==> src/rtl/otter_mmio_hub.sv <==
// rtl/otter_mmio_hub.sv - OTTER IOBUS peripheral hub: switches, LEDs, seven-segment, debounced buttons, IRQ.
module otter_mmio_hub #(
    parameter logic [31:0] BASE_AD = 32'h11000000,
    parameter int          SW_W    = 16,
    parameter int          LED_W   = 16,
    parameter int          NUM_BTN = 4,
    parameter int          DB_CYC  = 500000
) (
    input  logic               CLK,
    input  logic               RST,
    input  logic [31:0]        IOBUS_ADDR,
    input  logic [31:0]        IOBUS_OUT,
    input  logic               IOBUS_WR,
    output logic [31:0]        IOBUS_IN,
    input  logic [SW_W-1:0]    SWITCHES,
    input  logic [NUM_BTN-1:0] BTN,
    output logic [LED_W-1:0]   LEDS,
    output logic [15:0]        SSEG,
    output logic               INTR
);
    localparam int          CW     = $clog2(DB_CYC);
    localparam logic [CW-1:0] C_MAX = CW'(DB_CYC - 1);

    localparam logic [31:0] A_SW   = BASE_AD;
    localparam logic [31:0] A_BTN  = BASE_AD + 32'h04;
    localparam logic [31:0] A_PEND = BASE_AD + 32'h08;
    localparam logic [31:0] A_IEN  = BASE_AD + 32'h0C;
    localparam logic [31:0] A_LEDS = BASE_AD + 32'h20;
    localparam logic [31:0] A_SSEG = BASE_AD + 32'h40;

    logic [SW_W-1:0]    r_sw_s1, r_sw_s2;
    logic [NUM_BTN-1:0] r_btn_s1, r_btn_s2;
    logic [NUM_BTN-1:0] r_db_s;
    logic [CW-1:0]      r_db_c [NUM_BTN];
    logic [NUM_BTN-1:0] r_pend, r_ien;
    logic [LED_W-1:0]   r_leds;
    logic [15:0]        r_sseg;
    logic               r_intr;

    logic [NUM_BTN-1:0] w_db_s_nx;
    logic [CW-1:0]      w_db_c_nx [NUM_BTN];
    logic [NUM_BTN-1:0] w_rise, w_clr;
    logic [31:0]        w_rdata;
    logic               w_unused;

    assign w_unused = ^IOBUS_OUT;

    // Counter restarts on any sample that matches the stable level, so only an
    // unbroken run of DB_CYC differing samples flips it.
    always_comb begin
        for (int i = 0; i < NUM_BTN; i++) begin
            w_db_s_nx[i] = r_db_s[i];
            w_db_c_nx[i] = '0;
            if (r_btn_s2[i] != r_db_s[i]) begin
                if (r_db_c[i] == C_MAX) begin
                    w_db_s_nx[i] = ~r_db_s[i];
                end else begin
                    w_db_c_nx[i] = r_db_c[i] + 1'b1;
                end
            end
        end
    end

    assign w_rise = w_db_s_nx & ~r_db_s;
    assign w_clr  = (IOBUS_WR && IOBUS_ADDR == A_PEND) ? IOBUS_OUT[NUM_BTN-1:0] : '0;

    always_ff @(posedge CLK) begin
        if (RST) begin
            r_sw_s1  <= '0;
            r_sw_s2  <= '0;
            r_btn_s1 <= '0;
            r_btn_s2 <= '0;
            r_db_s   <= '0;
            for (int i = 0; i < NUM_BTN; i++) r_db_c[i] <= '0;
            r_pend   <= '0;
            r_ien    <= '0;
            r_leds   <= '0;
            r_sseg   <= '0;
            r_intr   <= 1'b0;
        end else begin
            r_sw_s1  <= SWITCHES;
            r_sw_s2  <= r_sw_s1;
            r_btn_s1 <= BTN;
            r_btn_s2 <= r_btn_s1;
            r_db_s   <= w_db_s_nx;
            for (int i = 0; i < NUM_BTN; i++) r_db_c[i] <= w_db_c_nx[i];
            // A fresh rising edge beats a same-cycle clear of that bit.
            r_pend   <= (r_pend & ~w_clr) | w_rise;
            r_intr   <= |(r_pend & r_ien);
            if (IOBUS_WR && IOBUS_ADDR == A_IEN)  r_ien  <= IOBUS_OUT[NUM_BTN-1:0];
            if (IOBUS_WR && IOBUS_ADDR == A_LEDS) r_leds <= IOBUS_OUT[LED_W-1:0];
            if (IOBUS_WR && IOBUS_ADDR == A_SSEG) r_sseg <= IOBUS_OUT[15:0];
        end
    end

    always_comb begin
        w_rdata = '0;
        case (IOBUS_ADDR)
            A_SW:    w_rdata[SW_W-1:0]    = r_sw_s2;
            A_BTN:   w_rdata[NUM_BTN-1:0] = r_db_s;
            A_PEND:  w_rdata[NUM_BTN-1:0] = r_pend;
            A_IEN:   w_rdata[NUM_BTN-1:0] = r_ien;
            A_LEDS:  w_rdata[LED_W-1:0]   = r_leds;
            A_SSEG:  w_rdata[15:0]        = r_sseg;
            default: w_rdata = '0;
        endcase
    end

    assign IOBUS_IN = w_rdata;
    assign LEDS     = r_leds;
    assign SSEG     = r_sseg;
    assign INTR     = r_intr;
endmodule

==> config.mk <==
export PLATFORM = sky130hd
export DESIGN_NAME = otter_mmio_hub
export DESIGN_NICKNAME = d
export VERILOG_FILES = /design/src/rtl/otter_mmio_hub.sv
export SDC_FILE = /design/constraint.sdc
export NUM_CORES = 1
export LEC_CHECK = 0
export ABC_AREA = 1
export CAP_MARGIN = 10
export CORE_ASPECT_RATIO = 0.8
export CORE_MARGIN = 1
export CORE_UTILIZATION = 40
export CTS_BUF_LIST = sky130_fd_sc_hd__clkbuf_4 sky130_fd_sc_hd__clkbuf_8 sky130_fd_sc_hd__clkbuf_16
export DETAILED_ROUTE_END_ITERATION = 12
export PLACE_DENSITY_LB_ADDON = 0.12
export SLEW_MARGIN = 20
export SYNTH_ARGS = -nofsm -noshare
export SYNTH_HDL_FRONTEND = slang
export SYNTH_SLANG_ARGS = --single-unit
==> constraint.sdc <==
create_clock -name CLK -period 2.7 [get_ports CLK]
set_input_delay 0.675 -clock CLK [delete_from_list [all_inputs] [get_ports CLK]]
set_output_delay 0.675 -clock CLK [all_outputs]
set_load 0.005 [all_outputs]
Word level (Yosys, flattened, before mapping)

Memories as Yosys holds them, arrays and structs flattened.
Index checks and enable logic that the tools add are counted.

Bits in registers: 85
Latch bits: 0
RAM bits: 76
Bits in read-only memories: 0
Input port bits: 87
Memories kept: 1

$add $sub $neg: 4
Multiply operators: 0
Divide/modulo/power cells: 0
Magnitude comparators: 0
Equal/unequal tests: 14
Shift operators: 0
Multiplexer cells: 26
Bitwise logic cells: 14
Reductions and logical operators: 5

Memory list:

| memory | depth | bits a word | rd ports | clocked after Yosys merged registers in | write ports | line | RTL |
|---|---|---|---|---|---|---|---|
| r_db_c | 4     | 19          | 4        | 0                                       | 4           | 34   | `logic [CW-1:0] r_db_c [NUM_BTN];` |

Operators with widths:

| cell                                                                     | number |
|---|---|
| 19-bit two-way mux                                                       | 12 |
| 32-bit by 29-bit equality test with 1-bit output (second input constant) | 6 |
| 19-bit by 1-bit adder with 19-bit output (second input constant)         | 4 |
| 19-bit equality test (second input constant)                             | 4 |
| 12-bit one-hot mux with 3 select lines                                   | 1 |
| 4-bit one-hot mux with 6 select lines                                    | 1 |
| 4-bit AND                                                                | 3 |
| 1-bit two-way mux                                                        | 11 |
| 4-bit inverter                                                           | 2 |
| 1-bit logical AND                                                        | 4 |
| 4-bit two-way mux                                                        | 1 |
| 1-bit != test                                                            | 4 |
| 1-bit inverter                                                           | 4 |
| 1-bit bitwise OR                                                         | 4 |
| 4-bit bitwise OR                                                         | 1 |
| 4-bit OR reduction                                                       | 1 |

Longest topological paths before layout

Gate-level depths: netlist (run 1).

Depth after elaboration: 6
Mapped depth: 11
Depth with buffers taken out: 10

Worst setup path after synthesis (run 1)

OpenSTA, ideal clock, no wires.

Kind: in2out
From: input IOBUS_ADDR[11]
To: output IOBUS_IN[11]
Data arrival time: 1680 ps
Data required time: 2025 ps
Path slack: 345 ps
Cell stages on the path: 10
Buffers on the path: 1
Cells stage by stage: nor2_1 nand2_1 nor2_8 nand2_4 nor2_8 nand2_4 clkinv_2 buf_12 nand2_2 nand3_2

Longest elaborated chain between the ends: 2

Ends and longest elaborated chain:

| what                                             | line | RTL |
|---|---|---|
| start, declared                                  | 11   | `input logic [31:0] IOBUS_ADDR,` |
| 32-bit by 29-bit equality test with 1-bit output | 98   | `case (IOBUS_ADDR)` |
| 12-bit one-hot mux with 3 select lines (*)       | 98   |  |
| end, declared                                    | 14   | `output logic [31:0] IOBUS_IN,` |

Every way passes the cells marked *; elsewhere a longest branch is shown, timed or not.

Worst setup path after layout (run 1)

From: input IOBUS_ADDR[26]
To: output IOBUS_IN[6]

The elaborated chain is that of the path after synthesis.

==> results.cfg, run 1 <==
[outcome]
status = completed

[placed_design]
dp_hpwl_um = 13500
port_buffers = 119
gp_congestion = 0.836
dp_cells = 1452

[global_route]
grt_pass1_wl_um = 30700
antenna_found_initial = 0
grt_pass1_vias = 6362
grt_overflow = 0
grtUsageTotal = 0.197
grt_max_degree = 65

[timing]
setup_tns_ns = 0
drv_slew = 0
relSlewSlack = 0.584
setup_violations = 0
finalCriticalPeriod_ns = 2.67
final_hold_viol_count = 0
fin_crit_sh = 0.990
rsz0062_at_grt = yes
worst_slew_pin_slew_ns = 0.622
fmax_ghz = 0.374
skew_ns = 0.00993

[clock_tree]
clock_path_buffers = 2
insertion_delay_ns = 0.43
root_buffer = clkbuf_16
tritoncts = done
cts_buffers = 17
cts_max_level = 4
clkSlewWorstSetupHoldPaths_ns = 0.07
cts_sinks = 161

[finish]
stdcell_count = 1519
syn2layout_area_growth_pct = 34.6
fillers = 1779
drive_gt1_frac = 0.216
final_core_util = 0.559
antennaDiodeCount = 0
nets = 1344

[yosys]
synthTopCellsByArea = dfxtp_1 42%, nand2_1 11%, nor2_1 8.4%, inv_1 6.9%, nand3_1 5.9%
synth.largest_area_cell = dfxtp_1
syn-cell-area_mm2 = 0.00766
yosysTopAreaCellShare = 0.421
syn_inst = 1078
ys_warn_count = 0
async_reset_ff_frac = 0
synth_cell_types = 38
ys_ff_latch = 161
synth_commonest_cells = 221 x nand2_1, 172 x nor2_1, 161 x dfxtp_1
avgSynthCellArea_um2 = 7.11
synth_edf_count = 0
seq_area_frac_synth = 0.421
synth_flop_cell = dfxtp_1
synth_most_common_cell = nand2_1

[setup_path]
critical_path_arrival_ns = 2.00
cp-start-kind = primary input
required_ns = 2.03
path_class = primary input to output port
crit_fanout = 6
crit_path_end_kind = output port

[detailed_routing]
drt_iter0_drc = 419
vias = 6990
via_per_inst = 4.60
drc = 0
wl_per_cell_um = 12.6
routed_wl_um = 19100
dr.pass1.iters = 5
drtAntennaViolNets = 0

[die]
die_y_um = 126
die_x_um = 157
core_mm2 = 0.0184
fp.dieArea_mm2 = 0.0197
rows = 44
num_io_pins = 152
initial_core_util = 0.416

[hold_path]
hold_path_class = register to register

[power_and_ir_drop]
powerDensity_mw_per_mm2 = 489
power.total_mw = 5.04
leakage_nw = 4.57
peakVddDrop_mv = 0.381

[job]
cap_violations = 0
-- per-layer routing --
layer,part of all wire,GRT usage,up-vias
met5,0,0,-
met4,0.010,0.0582,0
met3,0.048,0.0392,17
met2,0.42,0.287,161
met1,0.52,0.291,3104
li1,-,-,3708
-- final cells by class --
cell class / instances / area (µm²) / area share
clock buffer: 19 / 447 / 0.0433
timing repair buffer: 183 / 1690 / 0.164
inverter: 148 / 571 / 0.0553
clock inverter: 13 / 126 / 0.0123
tap: 253 / 317 / 0.0307
sequential: 161 / 3220 / 0.312
multi-input combinational: 742 / 3950 / 0.382
-- placed cells by master (no fill, tap or decap), types with 2 or more instances in the layout --
| master | count |
|---|---|
| nor3_2 | 5 |
| a21oi_1 | 65 |
| or2_2 | 7 |
| clkinvlp_4 | 3 |
| buf_12 | 7 |
| nor2_1 | 159 |
| clkbuf_2 | 6 |
| nor3_4 | 2 |
| o21ai_1 | 3 |
| nand3_2 | 20 |
| nor3b_1 | 4 |
| clkinv_4 | 2 |
| buf_6 | 28 |
| nor3_1 | 27 |
| nor2_4 | 16 |
| nand4_1 | 16 |
| buf_2 | 26 |
| ha_1 | 4 |
| nor2_2 | 15 |
| nand3b_1 | 9 |
| nand3_1 | 83 |
| xnor2_1 | 3 |
| dfxtp_1 | 161 |
| and3_1 | 2 |
| nand2_2 | 21 |
| nor2_8 | 4 |
| clkinv_2 | 2 |
| clkbuf_16 | 17 |
| inv_6 | 4 |
| nand2_1 | 198 |
| clkdlybuf4s50_1 | 69 |
| inv_2 | 8 |
| inv_1 | 137 |
| nand2_4 | 25 |
| o21ai_0 | 20 |
| xor2_1 | 13 |
| conb_1 | 16 |
| buf_4 | 45 |
-- worst max-delay path, stage by stage --
cell and delay [ns]:
buf_6 0.10, nor2_2 0.12, nand2_2 0.08, nor2_4 0.14, nand2_4 0.10, buf_6 0.13, nor3_4 0.13, buf_6 0.16
buf_12 0.14, nand2_4 0.05, nand3_2 0.06, buf_2 0.11
-- through the flow --
stage                     setup WS [ns]  cell area, µm²  hold slack (ns)
final                            0.0271           10300            0.402
after global routing            -0.0313           10300            0.413
after CTS                       -0.0112           10100            0.402
after detailed placement         -0.703            9200            0.394
after global placement           -0.690            9200            0.389
after floorplan                   0.345            7720            0.388
-- path summary, 6_finish.rpt --
check / from / endpoint / slack [ns] / cells after the start
max: IOBUS_ADDR[26] / IOBUS_IN[6] / 0.03 / 12
min reg2reg: r_sw_s1[7]$_SDFF_PP0_ / r_sw_s2[7]$_SDFF_PP0_ / 0.40 / 2
min: r_sw_s1[7]$_SDFF_PP0_ / r_sw_s2[7]$_SDFF_PP0_ / 0.40 / 2
max reg2reg: r_db_c[3][0]$_SDFF_PP0_ / r_db_c[3][16]$_SDFF_PP0_ / 0.95 / 10
-- sequential cells by signal, summed over array words and instances (netlist names), 16 cells and up --
signal   cells
r_db_c      76
LEDS        16
SSEG        16
r_sw_s1     16
r_sw_s2     16
-- power by group --
part / switching (mW) / leakage, nW / internal, mW
Combinational: 0.133 / 2.99 / 0.137
Clock: 1.03 / 0.276 / 1.32
Sequential: 0.0164 / 1.31 / 2.40
Total: 1.18 / 4.57 / 3.86
-- logic make-up (layout without fill, tap and decap cells) --
logic type / after synthesis / after routing / synth area share
AND/OR/NAND/NOR: 615 / 615 / 0.384
XOR/XNOR: 16 / 16 / 0.0183
buffers and inverters: 190 / 363 / 0.110
adder cells (fa/ha/maj): 4 / 4 / 0.00653
AO/OA/AOI/OAI: 91 / 91 / 0.0604
other: 1 / 16 / 0.000489
flip-flops: 161 / 161 / 0.421
-- timing repair --
| item | in CTS | in global routing |
|---|---|---|
| gates resized for setup | 224 | 74 |
| hold buffers | 0 | 0 |
| setup buffers | 32 | 4 |
| gates cloned | 2 | 0 |
| setup endpoints to repair | 16 | 20 |
| pin swaps | 43 | 47 |
(Power assumes the default switching activity.)
==> run 2, diff against run 1 <==
==> constraint.sdc (replaced) <==
create_clock -name CLK -period 2.6 [get_ports CLK]
set_input_delay 0.65 -clock CLK [delete_from_list [all_inputs] [get_ports CLK]]
set_output_delay 0.65 -clock CLK [all_outputs]
set_load 0.005 [all_outputs]
==> results.cfg, run 2 (synthesis gave the netlist of run 1 again) <==
[outcome]
status = completed

[power_and_ir_drop]
powerDensity_mw_per_mm2 = 530
power.total_mw = 5.34
leakage_nw = 4.27
peakVddDrop_mv = 0.387

[finish]
antennaDiodeCount = 0
drive_gt1_frac = 0.200
largest_reg_flops = 76
stdcell_count = 1499
final_core_util = 0.546
mostFrequentLayoutCells = 199 x nand2_1, 162 x nor2_1, 161 x dfxtp_1
syn2layout_area_growth_pct = 31.3
nets = 1324
final_common_cell = nand2_1
largest_register = r_db_c

[placed_design]
dp_hpwl_um = 13600
dp_cells = 1453
port_buffers = 119
gp_congestion = 0.857

[job]
cap_violations = 0

[clock_tree]
cts_buffers = 17
root_buffer = clkbuf_16
insertion_delay_ns = 0.42
cts_sinks = 161
clkSlewWorstSetupHoldPaths_ns = 0.07
cts_max_level = 4
clock_path_buffers = 2
tritoncts = done

[detailed_routing]
vias = 6836
wl_per_cell_um = 12.5
drc = 0
via_per_inst = 4.56
drt_iter0_drc = 432
dr.pass1.iters = 5
drtAntennaViolNets = 0
routed_wl_um = 18700

[timing]
setup_violations = 0
fin_crit_sh = 0.989
worst_slew_pin_slew_ns = 0.673
finalCriticalPeriod_ns = 2.57
final_hold_viol_count = 0
relSlewSlack = 0.551
drv_slew = 0
rsz0062_at_grt = yes
fmax_ghz = 0.389
skew_ns = 0.00743
hold_ws_ns = 0.401

[global_route]
grt_overflow = 0
antenna_found_initial = 0
grt_pass1_vias = 6129
grtUsageTotal = 0.195
grt_pass1_wl_um = 30400
grt_max_degree = 66

[setup_path]
crit_fanout = 6
critical_path_buf_inv_count = 4
crit_chain = buf_6, nor2_4, nand2_4, nor2_8, nand2_8, nor3_4, buf_12, buf_12, nand2_4, nand3_2, buf_2
critical_path_arrival_ns = 1.92
critPathTopFamily = simple AND/OR/NAND/NOR gates
cp-start-kind = primary input
path_class = primary input to output port
crit_path_top_delay_cell = nor3_4
crit_path_end_kind = output port
critical-path-max-stage-delay_ns = 0.23
required_ns = 1.95

[die]
core_mm2 = 0.0184
die_y_um = 126
initial_core_util = 0.416
num_io_pins = 152
fp.dieArea_mm2 = 0.0197
die_x_um = 157
rows = 44

[hold_path]
hold_path_class = register to register
==> run 2: changes by cell type in the layout (fill, tap and decap cells not counted), sizes merged <==
cell | before | now
clkinvlp | 3 | 2
clkbuf | 25 | 23
nor2 | 194 | 195
bufinv | 1 | 2
buf | 108 | 89
clkdlybuf4s15 | 0 | 1
clkinv | 6 | 5
==> run 2: area by class of cell <==
class | count | area (µm²)
Clock buffer | 20 | 460
Clock inverter | 12 | 146
Timing Repair Buffer | 162 | 1480
Multi-Input combinational cell | 743 | 3880
Fill cell | 1757 | 8380
Sequential cell | 161 | 3220
Tap cell | 253 | 317
Inverter | 148 | 568
==> run 2: worst reg2reg max path, cell delays in order (launching register included) <==
cell     delay, ns
dfxtp_1       0.35
ha_1          0.20
nand3_1       0.15
nor2_1        0.25
nand2_1       0.14
nor2_1        0.15
nand2_1       0.13
inv_1         0.11
nand3_1       0.07
nand2_1       0.06
nor2_1        0.04
==> run 2: repair_timing <==
item | in CTS | in global routing
hold buffers | 0 | 0
gates cloned | 2 | 0
resized for setup | 214 | 57
endpoints found under the setup margin | 16 | 16
buffers inserted | 9 | 3
pin swaps | 44 | 41
==> run 2: worst paths after layout <==
| path | from | endpoint | slack [ns] | cells past startpoint |
|---|---|---|---|---|
| worst min-delay path | r_sw_s1[7]$_SDFF_PP0_ | r_sw_s2[7]$_SDFF_PP0_ | 0.40 | 2 |
| worst max-delay path | IOBUS_ADDR[15] | IOBUS_IN[6] | 0.03 | 11 |
| worst max register to register | r_db_c[0][0]$_SDFF_PP0_ | r_db_c[0][18]$_SDFF_PP0_ | 0.85 | 10 |
| worst min register to register | r_sw_s1[7]$_SDFF_PP0_ | r_sw_s2[7]$_SDFF_PP0_ | 0.40 | 2 |
==> run 2: layer usage <==
metal  track usage  wire length (µm)  vias to the layer above
met1         0.290              9760                     3000
met2         0.281              7780                      162
li1              -                 -                     3663
met3        0.0461              1050                       11
met4        0.0490               121                        0
met5             0                 0                        -
==> run 2: stage by stage <==
step,area (µm²),setup TNS [ns],setup slack (ns)
floorplan,7720,0,0.295
global placement,9190,-11.39,-0.741
detailed placement,9190,-11.53,-0.758
CTS,9850,0,0.00189
global route,10100,-0.463,-0.0391
finish,10100,0,0.0278
==> run 2: power breakdown <==
group / switching [mW] / total [mW] / internal, mW
clock: 1.06 / 2.56 / 1.50
sequential: 0.0170 / 2.51 / 2.50
combinational: 0.133 / 0.265 / 0.131
total: 1.21 / 5.34 / 4.13
